### src/rtl/loop_seq_pkg.sv
`default_nettype none
// ============================================================================
//  Module  : loop_seq_pkg
//  Brief   : Shared types and constants for the nested-loop sequencer.
//  Revision: 1.0 - initial release
// ============================================================================
package loop_seq_pkg;

  // Sequencer states.
  typedef enum logic [2:0] {
    S_IDLE      = 3'd0,
    S_BODY      = 3'd1,
    S_INNER_CHK = 3'd2,
    S_OUTER_CHK = 3'd3,
    S_DONE      = 3'd4
  } state_t;

  // Reported reason for leaving the loop nest.
  typedef enum logic [1:0] {
    EXIT_NORMAL    = 2'd0,
    EXIT_OUTER_BRK = 2'd1,
    EXIT_RSVD2     = 2'd2,
    EXIT_RSVD3     = 2'd3
  } exit_t;

  // Loop level targeted by a break/continue.
  localparam logic LVL_INNER = 1'b0;
  localparam logic LVL_OUTER = 1'b1;

endpackage : loop_seq_pkg
`default_nettype wire

### src/rtl/loop_seq_if.sv
`default_nettype none
// ============================================================================
//  Module  : loop_seq_if
//  Brief   : Control/handshake bundle between a loop-sequencer host and the
//            sequencer itself.
//  Revision: 1.0 - initial release
// ============================================================================
interface loop_seq_if #(
  parameter int CNT_W = 8,
  parameter int TOT_W = 16
);
  logic             start;
  logic [CNT_W-1:0] outer_max;
  logic [CNT_W-1:0] inner_max;
  logic             body_req;
  logic             body_ack;
  logic             ctl_brk;
  logic             ctl_cont;
  logic             ctl_lvl;
  logic [CNT_W-1:0] outer_idx;
  logic [CNT_W-1:0] inner_idx;
  logic [TOT_W-1:0] iter_total;
  logic             busy;
  logic             done;
  logic [1:0]       exit_code;

  // Host side: launches the nest and answers body requests.
  modport master (
    output start, outer_max, inner_max, body_ack, ctl_brk, ctl_cont, ctl_lvl,
    input  body_req, outer_idx, inner_idx, iter_total, busy, done, exit_code
  );

  // Sequencer side.
  modport slave (
    input  start, outer_max, inner_max, body_ack, ctl_brk, ctl_cont, ctl_lvl,
    output body_req, outer_idx, inner_idx, iter_total, busy, done, exit_code
  );
endinterface : loop_seq_if
`default_nettype wire

### src/rtl/loop_seq_ctr.sv
`default_nettype none
// ============================================================================
//  Module  : loop_seq_ctr
//  Brief   : Loop index register with limit latch, clear, increment and a
//            "another iteration remains" compare.
//  Revision: 1.0 - initial release
// ============================================================================
module loop_seq_ctr #(
  parameter int CNT_W = 8
) (
  input  logic             clk,
  input  logic             rst_n,
  input  logic             ld_i,     // latch limit and clear index
  input  logic [CNT_W-1:0] lim_i,
  input  logic             clr_i,
  input  logic             inc_i,
  output logic [CNT_W-1:0] idx_o,
  output logic             more_o    // idx+1 < limit
);

  logic [CNT_W-1:0] idx_q;
  logic [CNT_W-1:0] lim_q;

  // Index and limit registers; load has priority over clear and increment.
  always_ff @(posedge clk or negedge rst_n) begin
    if (!rst_n) begin
      idx_q <= '0;
      lim_q <= '0;
    end else if (ld_i) begin
      idx_q <= '0;
      lim_q <= lim_i;
    end else if (clr_i) begin
      idx_q <= '0;
    end else if (inc_i) begin
      idx_q <= idx_q + CNT_W'(1);
    end
  end

  // One extra bit so an all-ones limit cannot wrap the compare.
  always_comb begin
    more_o = ({1'b0, idx_q} + (CNT_W+1)'(1)) < {1'b0, lim_q};
  end

  assign idx_o = idx_q;

endmodule : loop_seq_ctr
`default_nettype wire

### src/rtl/loop_seq.sv
`default_nettype none
// ============================================================================
//  Module  : loop_seq
//  Brief   : Two-level do-while loop sequencer with break/continue control and
//            a saturating executed-body counter.
//  Revision: 1.0 - initial release
// ============================================================================
module loop_seq
  import loop_seq_pkg::*;
#(
  parameter int CNT_W = 8,
  parameter int TOT_W = 16
) (
  input  logic       clk,
  input  logic       rst_n,
  loop_seq_if.slave  bus
);

  state_t           state_q, state_d;
  exit_t            exit_q,  exit_d;
  logic [TOT_W-1:0] tot_q,   tot_d;

  logic ld;
  logic in_inc, in_clr, out_inc;
  logic in_more, out_more;

  loop_seq_ctr #(.CNT_W(CNT_W)) u_inner (
    .clk    (clk),
    .rst_n  (rst_n),
    .ld_i   (ld),
    .lim_i  (bus.inner_max),
    .clr_i  (in_clr),
    .inc_i  (in_inc),
    .idx_o  (bus.inner_idx),
    .more_o (in_more)
  );

  loop_seq_ctr #(.CNT_W(CNT_W)) u_outer (
    .clk    (clk),
    .rst_n  (rst_n),
    .ld_i   (ld),
    .lim_i  (bus.outer_max),
    .clr_i  (1'b0),
    .inc_i  (out_inc),
    .idx_o  (bus.outer_idx),
    .more_o (out_more)
  );

  // State, exit code and body counter registers.
  always_ff @(posedge clk or negedge rst_n) begin
    if (!rst_n) begin
      state_q <= S_IDLE;
      exit_q  <= EXIT_NORMAL;
      tot_q   <= '0;
    end else begin
      state_q <= state_d;
      exit_q  <= exit_d;
      tot_q   <= tot_d;
    end
  end

  // Next-state logic and index control strobes.
  always_comb begin
    state_d = state_q;
    exit_d  = exit_q;
    tot_d   = tot_q;
    ld      = 1'b0;
    in_inc  = 1'b0;
    in_clr  = 1'b0;
    out_inc = 1'b0;
    unique case (state_q)
      S_IDLE: begin
        if (bus.start) begin
          ld      = 1'b1;
          tot_d   = '0;
          exit_d  = EXIT_NORMAL;
          state_d = S_BODY;
        end
      end
      S_BODY: begin
        if (bus.body_ack) begin
          if (tot_q != {TOT_W{1'b1}}) tot_d = tot_q + TOT_W'(1);
          // Break outranks continue when both are raised.
          if (bus.ctl_brk) begin
            if (bus.ctl_lvl == LVL_OUTER) begin
              exit_d  = EXIT_OUTER_BRK;
              state_d = S_DONE;
            end else begin
              state_d = S_OUTER_CHK;
            end
          end else if (bus.ctl_cont && bus.ctl_lvl == LVL_OUTER) begin
            state_d = S_OUTER_CHK;
          end else begin
            state_d = S_INNER_CHK;
          end
        end
      end
      S_INNER_CHK: begin
        if (in_more) begin
          in_inc  = 1'b1;
          state_d = S_BODY;
        end else begin
          state_d = S_OUTER_CHK;
        end
      end
      S_OUTER_CHK: begin
        if (out_more) begin
          out_inc = 1'b1;
          in_clr  = 1'b1;
          state_d = S_BODY;
        end else begin
          state_d = S_DONE;
        end
      end
      S_DONE: begin
        state_d = S_IDLE;
      end
      default: begin
        state_d = S_IDLE;
      end
    endcase
  end

  // Status outputs decode directly from the state register so reset clears them at once.
  assign bus.body_req   = (state_q == S_BODY);
  assign bus.busy       = (state_q != S_IDLE);
  assign bus.done       = (state_q == S_DONE);
  assign bus.iter_total = tot_q;
  assign bus.exit_code  = exit_q;

endmodule : loop_seq
`default_nettype wire

### src/flat_wrapper.sv
// flat-port wrapper written by rule: the top's interface ports become plain ports
module loop_seq_flat import loop_seq_pkg::*;
#(
  parameter int CNT_W = 8,
  parameter int TOT_W = 16
)
  (clk, rst_n, bus_start, bus_outer_max, bus_inner_max, bus_body_ack, bus_ctl_brk, bus_ctl_cont, bus_ctl_lvl, bus_body_req, bus_outer_idx, bus_inner_idx, bus_iter_total, bus_busy, bus_done, bus_exit_code);
  loop_seq_if #(.CNT_W(CNT_W), .TOT_W(TOT_W)) bus_i ();
  input  logic clk;
  input  logic rst_n;
  input wire logic [$bits(bus_i.start)-1:0] bus_start;
  input wire logic [$bits(bus_i.outer_max)-1:0] bus_outer_max;
  input wire logic [$bits(bus_i.inner_max)-1:0] bus_inner_max;
  input wire logic [$bits(bus_i.body_ack)-1:0] bus_body_ack;
  input wire logic [$bits(bus_i.ctl_brk)-1:0] bus_ctl_brk;
  input wire logic [$bits(bus_i.ctl_cont)-1:0] bus_ctl_cont;
  input wire logic [$bits(bus_i.ctl_lvl)-1:0] bus_ctl_lvl;
  output wire logic [$bits(bus_i.body_req)-1:0] bus_body_req;
  output wire logic [$bits(bus_i.outer_idx)-1:0] bus_outer_idx;
  output wire logic [$bits(bus_i.inner_idx)-1:0] bus_inner_idx;
  output wire logic [$bits(bus_i.iter_total)-1:0] bus_iter_total;
  output wire logic [$bits(bus_i.busy)-1:0] bus_busy;
  output wire logic [$bits(bus_i.done)-1:0] bus_done;
  output wire logic [$bits(bus_i.exit_code)-1:0] bus_exit_code;
  assign bus_i.start = bus_start;
  assign bus_i.outer_max = bus_outer_max;
  assign bus_i.inner_max = bus_inner_max;
  assign bus_i.body_ack = bus_body_ack;
  assign bus_i.ctl_brk = bus_ctl_brk;
  assign bus_i.ctl_cont = bus_ctl_cont;
  assign bus_i.ctl_lvl = bus_ctl_lvl;
  assign bus_body_req = bus_i.body_req;
  assign bus_outer_idx = bus_i.outer_idx;
  assign bus_inner_idx = bus_i.inner_idx;
  assign bus_iter_total = bus_i.iter_total;
  assign bus_busy = bus_i.busy;
  assign bus_done = bus_i.done;
  assign bus_exit_code = bus_i.exit_code;
  loop_seq #(.CNT_W(CNT_W), .TOT_W(TOT_W)) u_core (.clk(clk), .rst_n(rst_n), .bus(bus_i));
endmodule
### config.mk
export PLATFORM = sky130hd
export DESIGN_NAME = loop_seq_flat
export DESIGN_NICKNAME = d
export VERILOG_FILES = /design/src/rtl/loop_seq_pkg.sv /design/src/rtl/loop_seq_if.sv /design/src/rtl/loop_seq_ctr.sv /design/src/rtl/loop_seq.sv /design/src/flat_wrapper.sv
export SDC_FILE = /design/constraint.sdc
export NUM_CORES = 1
export LEC_CHECK = 0
export BUFFER_PORTS_ARGS = -buffer_cell sky130_fd_sc_hd__buf_2
export CELL_PAD_IN_SITES_DETAIL_PLACEMENT = 1
export CELL_PAD_IN_SITES_GLOBAL_PLACEMENT = 1
export CORE_ASPECT_RATIO = 2
export CORE_UTILIZATION = 35
export CTS_BUF_LIST = sky130_fd_sc_hd__clkbuf_2
export CTS_CLUSTER_SIZE = 30
export DETAILED_ROUTE_END_ITERATION = 16
export PLACE_DENSITY = 0.74
export SLEW_MARGIN = 20
export SYNTH_ARGS = -nofsm -noshare
export SYNTH_HDL_FRONTEND = slang
export SYNTH_SLANG_ARGS = --single-unit
### constraint.sdc
create_clock -name clk -period 6.5 [get_ports clk]
set_input_delay 0.65 -clock clk [delete_from_list [all_inputs] [get_ports clk]]
set_output_delay 0.65 -clock clk [all_outputs]
set_load 0.005 [all_outputs]
== After elaboration in Yosys (flattened, before gate mapping) ==
Index checks and enable logic that the tools add are counted.
Word-level totals
  word-level logic and storage cells: 61
  ROM bits: 0
  bits in latches: 0
  memory bits (writable): 0
  memories: 0
  bits of input ports: 23
  register bits after elaboration: 53
Cells by class
  shifts and indexed selects: 0
  muxes and demuxes: 28
  reductions and logical operators: 9
  $mul: 0
  bitwise logic cells: 0
  divide/modulo/power cells: 0
  add/subtract/negate cells: 5
  order comparisons: 2
  equal/unequal tests: 10
Operator list (number)
  16-bit two-way mux: 3
  8-bit two-way mux: 5
  16-bit case mux with 2 select lines: 1
  8-bit by 1-bit adder with 9-bit output (second input constant): 2
  9-bit by 8-bit < comparator with 1-bit output: 2
  16-bit by 1-bit adder with 16-bit output (second input constant): 1
  8-bit by 1-bit adder with 8-bit output (second input constant): 2
  16-bit inequality test (second input constant): 1
  3-bit two-way mux: 5
  3-bit case mux with 4 select lines: 1
  2-bit two-way mux: 5
  2-bit inequality test (second input constant): 4
  1-bit two-way mux: 7
  3-bit by 2-bit equality test with 1-bit output (second input constant): 2
  3-bit nonzero test: 2
  5-bit AND reduction: 1
  2-bit case mux with 2 select lines: 1
  4-bit AND reduction: 1
  2-bit nonzero test: 2
  3-bit by 1-bit equality test with 1-bit output (second input constant): 1
  3-bit equality test (second input constant): 1
  3-bit logical NOT: 1
  2-bit by 1-bit inequality test with 1-bit output (second input constant): 1
  2-bit AND reduction: 1
  1-bit logical AND: 1

== Logic depth before layout (Yosys ltp) ==
  word-level depth: 7
  depth in mapped cells: 12
  depth with buffers taken out: 11

== Cells and area by module ==
Synthesis repeated with hierarchy kept, for this count alone.
Second synthesis, totals
  cell total of the unflattened synthesis: 339
  area, all modules: 3183.1 um^2
By module, submodules not included
  loop_seq_ctr: cells each 100, area an instance 943.4 um^2, sequential area each 400.4 um^2, instances 2
  loop_seq: cells each 139, area an instance 1296.2 um^2, sequential area each 500.5 um^2, instances 1

== Least setup slack after synthesis ==
OpenSTA, ideal clock, no wires.
  path type: register -> register
  start point: register u_core.u_outer.idx_q[0] (netlist: u_core.u_outer.idx_o[0])
  end point: register u_core.u_outer.idx_q[3] (netlist: u_core.u_outer.idx_o[3])
  data arrival time: 2.570 ns
  clock period less this slack: 2.720 ns
  stages on the path, launching flop included: 11
  setup slack: 3.780 ns
  path buffers: 0
  library setup time: 0.150 ns
  path through: dfrtp_1 > ha_1 > and3_1 > a31oi_1 > or2_2 > ha_1 > a21oi_1 > o22ai_1 > or3_1 > o21ai_1 > o221ai_1
Between the ends
  longest elaborated chain between the ends: 5
  elaborated cells between the ends (all ways): 8
  those cells by class: add/sub: 2; order compare: 1; mux: 4; reduce/logical: 1
Ends and longest elaborated chain
  from (decl): line loop_seq_ctr.sv:21  | logic [CNT_W-1:0] idx_q;
  from (signal assigned): line loop_seq_ctr.sv:35  | idx_q <= idx_q + CNT_W'(1);
  8-bit by 1-bit adder with 9-bit output: line loop_seq_ctr.sv:41  | more_o = ({1'b0, idx_q} + (CNT_W+1)'(1)) < {1'b0, lim_q};
  9-bit by 8-bit < comparator with 1-bit output: line loop_seq_ctr.sv:41
  1-bit two-way mux: line loop_seq.sv:107  | if (out_more) begin
  1-bit two-way mux: line loop_seq.sv:71  | unique case (state_q)
  2-bit nonzero test (no line)
Parallel ways exist; a longest one is shown, timed or not. The select of a mux whose other input is x is not followed.
A chain may end at the register's enable or synchronous reset.

== Final worst setup path ==
  start point: register u_core.u_inner.idx_q[0] (netlist: u_core.u_inner.idx_o[0])
  end point: register u_core.u_inner.idx_q[2] (netlist: u_core.u_inner.idx_o[2])
Between the ends
  longest elaborated chain between the ends: 5
  elaborated cells between the ends (all ways): 9
  those cells by class: add/sub: 2; order compare: 1; mux: 5; reduce/logical: 1
Ends and longest elaborated chain
  from (decl): line loop_seq_ctr.sv:21
  from (signal assigned): line loop_seq_ctr.sv:35
  8-bit by 1-bit adder with 9-bit output: line loop_seq_ctr.sv:41
  9-bit by 8-bit < comparator with 1-bit output: line loop_seq_ctr.sv:41
  1-bit two-way mux: line loop_seq.sv:99  | if (in_more) begin
  1-bit two-way mux: line loop_seq.sv:71
  3-bit nonzero test (no line)
Parallel ways exist; a longest one is shown, timed or not. The select of a mux whose other input is x is not followed.

==> impl_results.md <==
- Warnings from Yosys: 0
- Peak VDD IR: ~200 uV
- Yosys cell types: 52
- Final Cell Area: 3460 um^2
- Port Buffers: 58
- Most frequent cells after synthesis: dfrtp_1 (52), nand2_1 (49), o21ai_0 (31)
- Hpwl dp: 6590 um
- Leakage: 1.72 nW
- # nets final: 434
- Setup WS pre-CTS: 3.29 ns
- Post-cts sizing count: 0
- Largest net degree at the start of global routing: 53
- Synth async-reset ratio: 100%
- Cell taking the most area after synthesis: dfrtp_1
- Layout cells sized above 1: 21.8%
- Layout Utilization: 41.4%
- RSZ-0062 raised after global routing: false
- Avg Synthesized Cell Area: 9.00 um^2
- IO Count: 60
- Hold buffers post-CTS: 0
- Die area: 9090 um^2
- Pins Over Slew Limit: 0
- Final critical-path share of the clock period: 49.9%
- Fin worst setup slack: 3.26 ns
- Total gr overflow: 0
- Pwr Density: 297 nW/um^2
- Crit-path leading delay family: simple AND/OR/NAND/NOR gates
- Area grow syn2layout: 13.6%
- Final ANT Viol Nets: 0
- RePlAce Congestion: 0.868
- Chip Height: 134 um
- Final Hold Viols: 0
- Remaining DRCs: 0
- Top-count cell post-synth: dfrtp_1
- CTS root buf: clkbuf_2
- Fmax: 308 MHz
- Vias/cell: 5.54
- Crit path DAT: 3.63 ns
- First-pass GRT wire length: around 14000 um
- # H-tree levels: 2
- Deepest clock path buffer count: 2
- Die width: 67.9 um
- Minimum clock period: about 3.2 ns
- Endpoint class of the critical path: flip-flop
- Synth area leaders: dfrtp_1 (43%), ha_1 (7.0%), nand2_1 (6.0%)
- Reg clk slew, reported paths: ~0.28 ns
- CTS tree: done
- Min-Delay Path Class: in -> async
- Drt first pass iters: 4
- Status: finished clean
- WP data required: just under 7 ns
- TritonCTS Buffers: 5
- Clock Sinks: 52
- Worst clock skew: 0.0329 ns
- Critical-path top delay cell: or2_2
- Buffers & Inverters on Critical Path: 0
- Antenna violations before repair: 1
- Synth top area share: 42.8%
- Synthesized Nets: 378
- Crit Path Class: reg -> reg
- Top_reg_cell synth: dfrtp_1
- CORE AREA: 8350 um^2
- Setup bufs post-CTS: 0
- Total track usage: approximately 20%
- Vias in the first global route: 2809
- Crit-path cells: ha_1, and4_1, nand2_1, or2_2, nand2_1, ha_1, a21o_1, a221oi_1, o211ai_1, or2_2, a31o_2
- Initial DRC count: 77
- Max-cap violations: 0
- Row count: 47
- Post-Syn Area: 3040 um^2
- Synthesized instance count: 338
- Worst Tran Pin Value: 0.876 ns
- Total power: 0.00103 W
- Max stage delay on crit path: 0.48 ns
- Setup TNS: 0 ns
- Sequential fraction of the synthesis area: 42.8%
- Placed instance area: 3410 um^2
- Initial Utilization: 36.4%
- Multi-input gate area: between 1500 and 2000 um^2
- Yosys reg bits: 52
- Post-Route WL: 8330 um
- Fillers: 1039
- Vias: roughly 2700
- Critical-path maximum fanout: 12
- Clk_lat worst skew: approximately 0.5 ns
- Post-synth EDFFs: 0
- Final setup fails: 0
- Slew HR: around 41%
- Reg area: 1300 um^2
- Startpoint types: flip-flop
- Routed length per instance: roughly 17 um
-- logic make-up after synthesis --
group / synth area share [%]
buf+inv: 4.73
mux: 1.36
fa+ha+maj: 6.99
simple gates: 22.8
other cells: 0.123
xor+xnor: 2.88
compound gates: 18.3
flops: 42.8
-- metrics by stage --
stage	hold WS, ns	std cells
floorplan	0.354	338
global placement	0.464	485
detailed placement	0.471	485
CTS	0.258	493
global route	0.289	494
finish	0.239	494
-- where the power goes --
group,switching [W],internal [W],leakage (nW)
combinational,0.000278,0.000158,0.994
clock,0.000105,0.0000286,0.0306
sequential,0.0000573,0.000398,0.693
-- per-layer routing --
| layer | vias to the layer above | GRT usage, % | wire length, um |
|---|---|---|---|
| met4 | 0 | 7.52 | 170 |
| met5 | - | 0 | 0 |
| met2 | 53 | 37.8 | 4900 |
| met1 | 1356 | 20.0 | 2980 |
| met3 | 12 | 3.57 | 280 |
| li1 | 1317 | - | - |
-- worst paths after layout --
path	from	end	slack, ns	depth (start not counted)
setup / recovery	u_core.u_inner.idx_o[0]$_DFFE_PN0P_	u_core.u_inner.idx_o[2]$_DFFE_PN0P_	3.26	11
hold / removal	rst_n	u_core.state_q[2]$_DFFE_PN0P_	0.24	2
setup reg to reg	u_core.u_inner.idx_o[0]$_DFFE_PN0P_	u_core.u_inner.idx_o[2]$_DFFE_PN0P_	3.26	11
hold reg to reg	u_core.u_outer.lim_q[0]$_DFFE_PN0P_	u_core.u_outer.lim_q[0]$_DFFE_PN0P_	0.51	2
max in group asynchronous	rst_n	u_core.u_inner.idx_o[2]$_DFFE_PN0P_	5.80	2
min in group clk	bus_outer_max[5]	u_core.u_outer.lim_q[5]$_DFFE_PN0P_	0.34	3
-- flip-flops by register name (all words and copies together) (netlist names) --
name and flops:
u_core.u_inner.idx_o 8, u_core.u_inner.lim_q 8, u_core.state_q 3, u_core.bus.iter_total 16
u_core.bus.exit_code 1, u_core.u_outer.idx_o 8, u_core.u_outer.lim_q 8
-- layout by cell type (no fill, tap or decap), drive strengths merged, types with 2 or more instances in the layout --
cell	Yosys	final
a211oi	7	7
a21o	4	4
a21oi	16	16
a311oi	2	2
a31o	7	7
a31oi	4	4
and2	6	6
and3	7	7
and4	3	3
buf	4	60
clkbuf	7	7
dfrtp	52	52
ha	17	17
inv	23	23
mux2i	3	3
nand2	49	49
nand2b	6	6
nand3	12	12
nand4	7	7
nor2	13	13
nor3	4	4
nor4	4	4
nor4b	2	2
o211ai	2	2
o21ai	33	33
o221ai	3	3
o22ai	2	2
o2bb2ai	2	2
or2	5	5
or3	9	9
xnor2	8	8
xor2	2	2
-- final cells by class --
cell class	instances	area share, %
Clock inverter	1	0.109
Tap cell	98	3.55
Timing Repair Buffer	60	8.83
Sequential cell	52	37.7
Clock buffer	7	1.01
Multi-Input combinational cell	252	46.3
Inverter	23	2.50
Antenna cell	1	0.0724
Power figures use the tool's default switching activity.
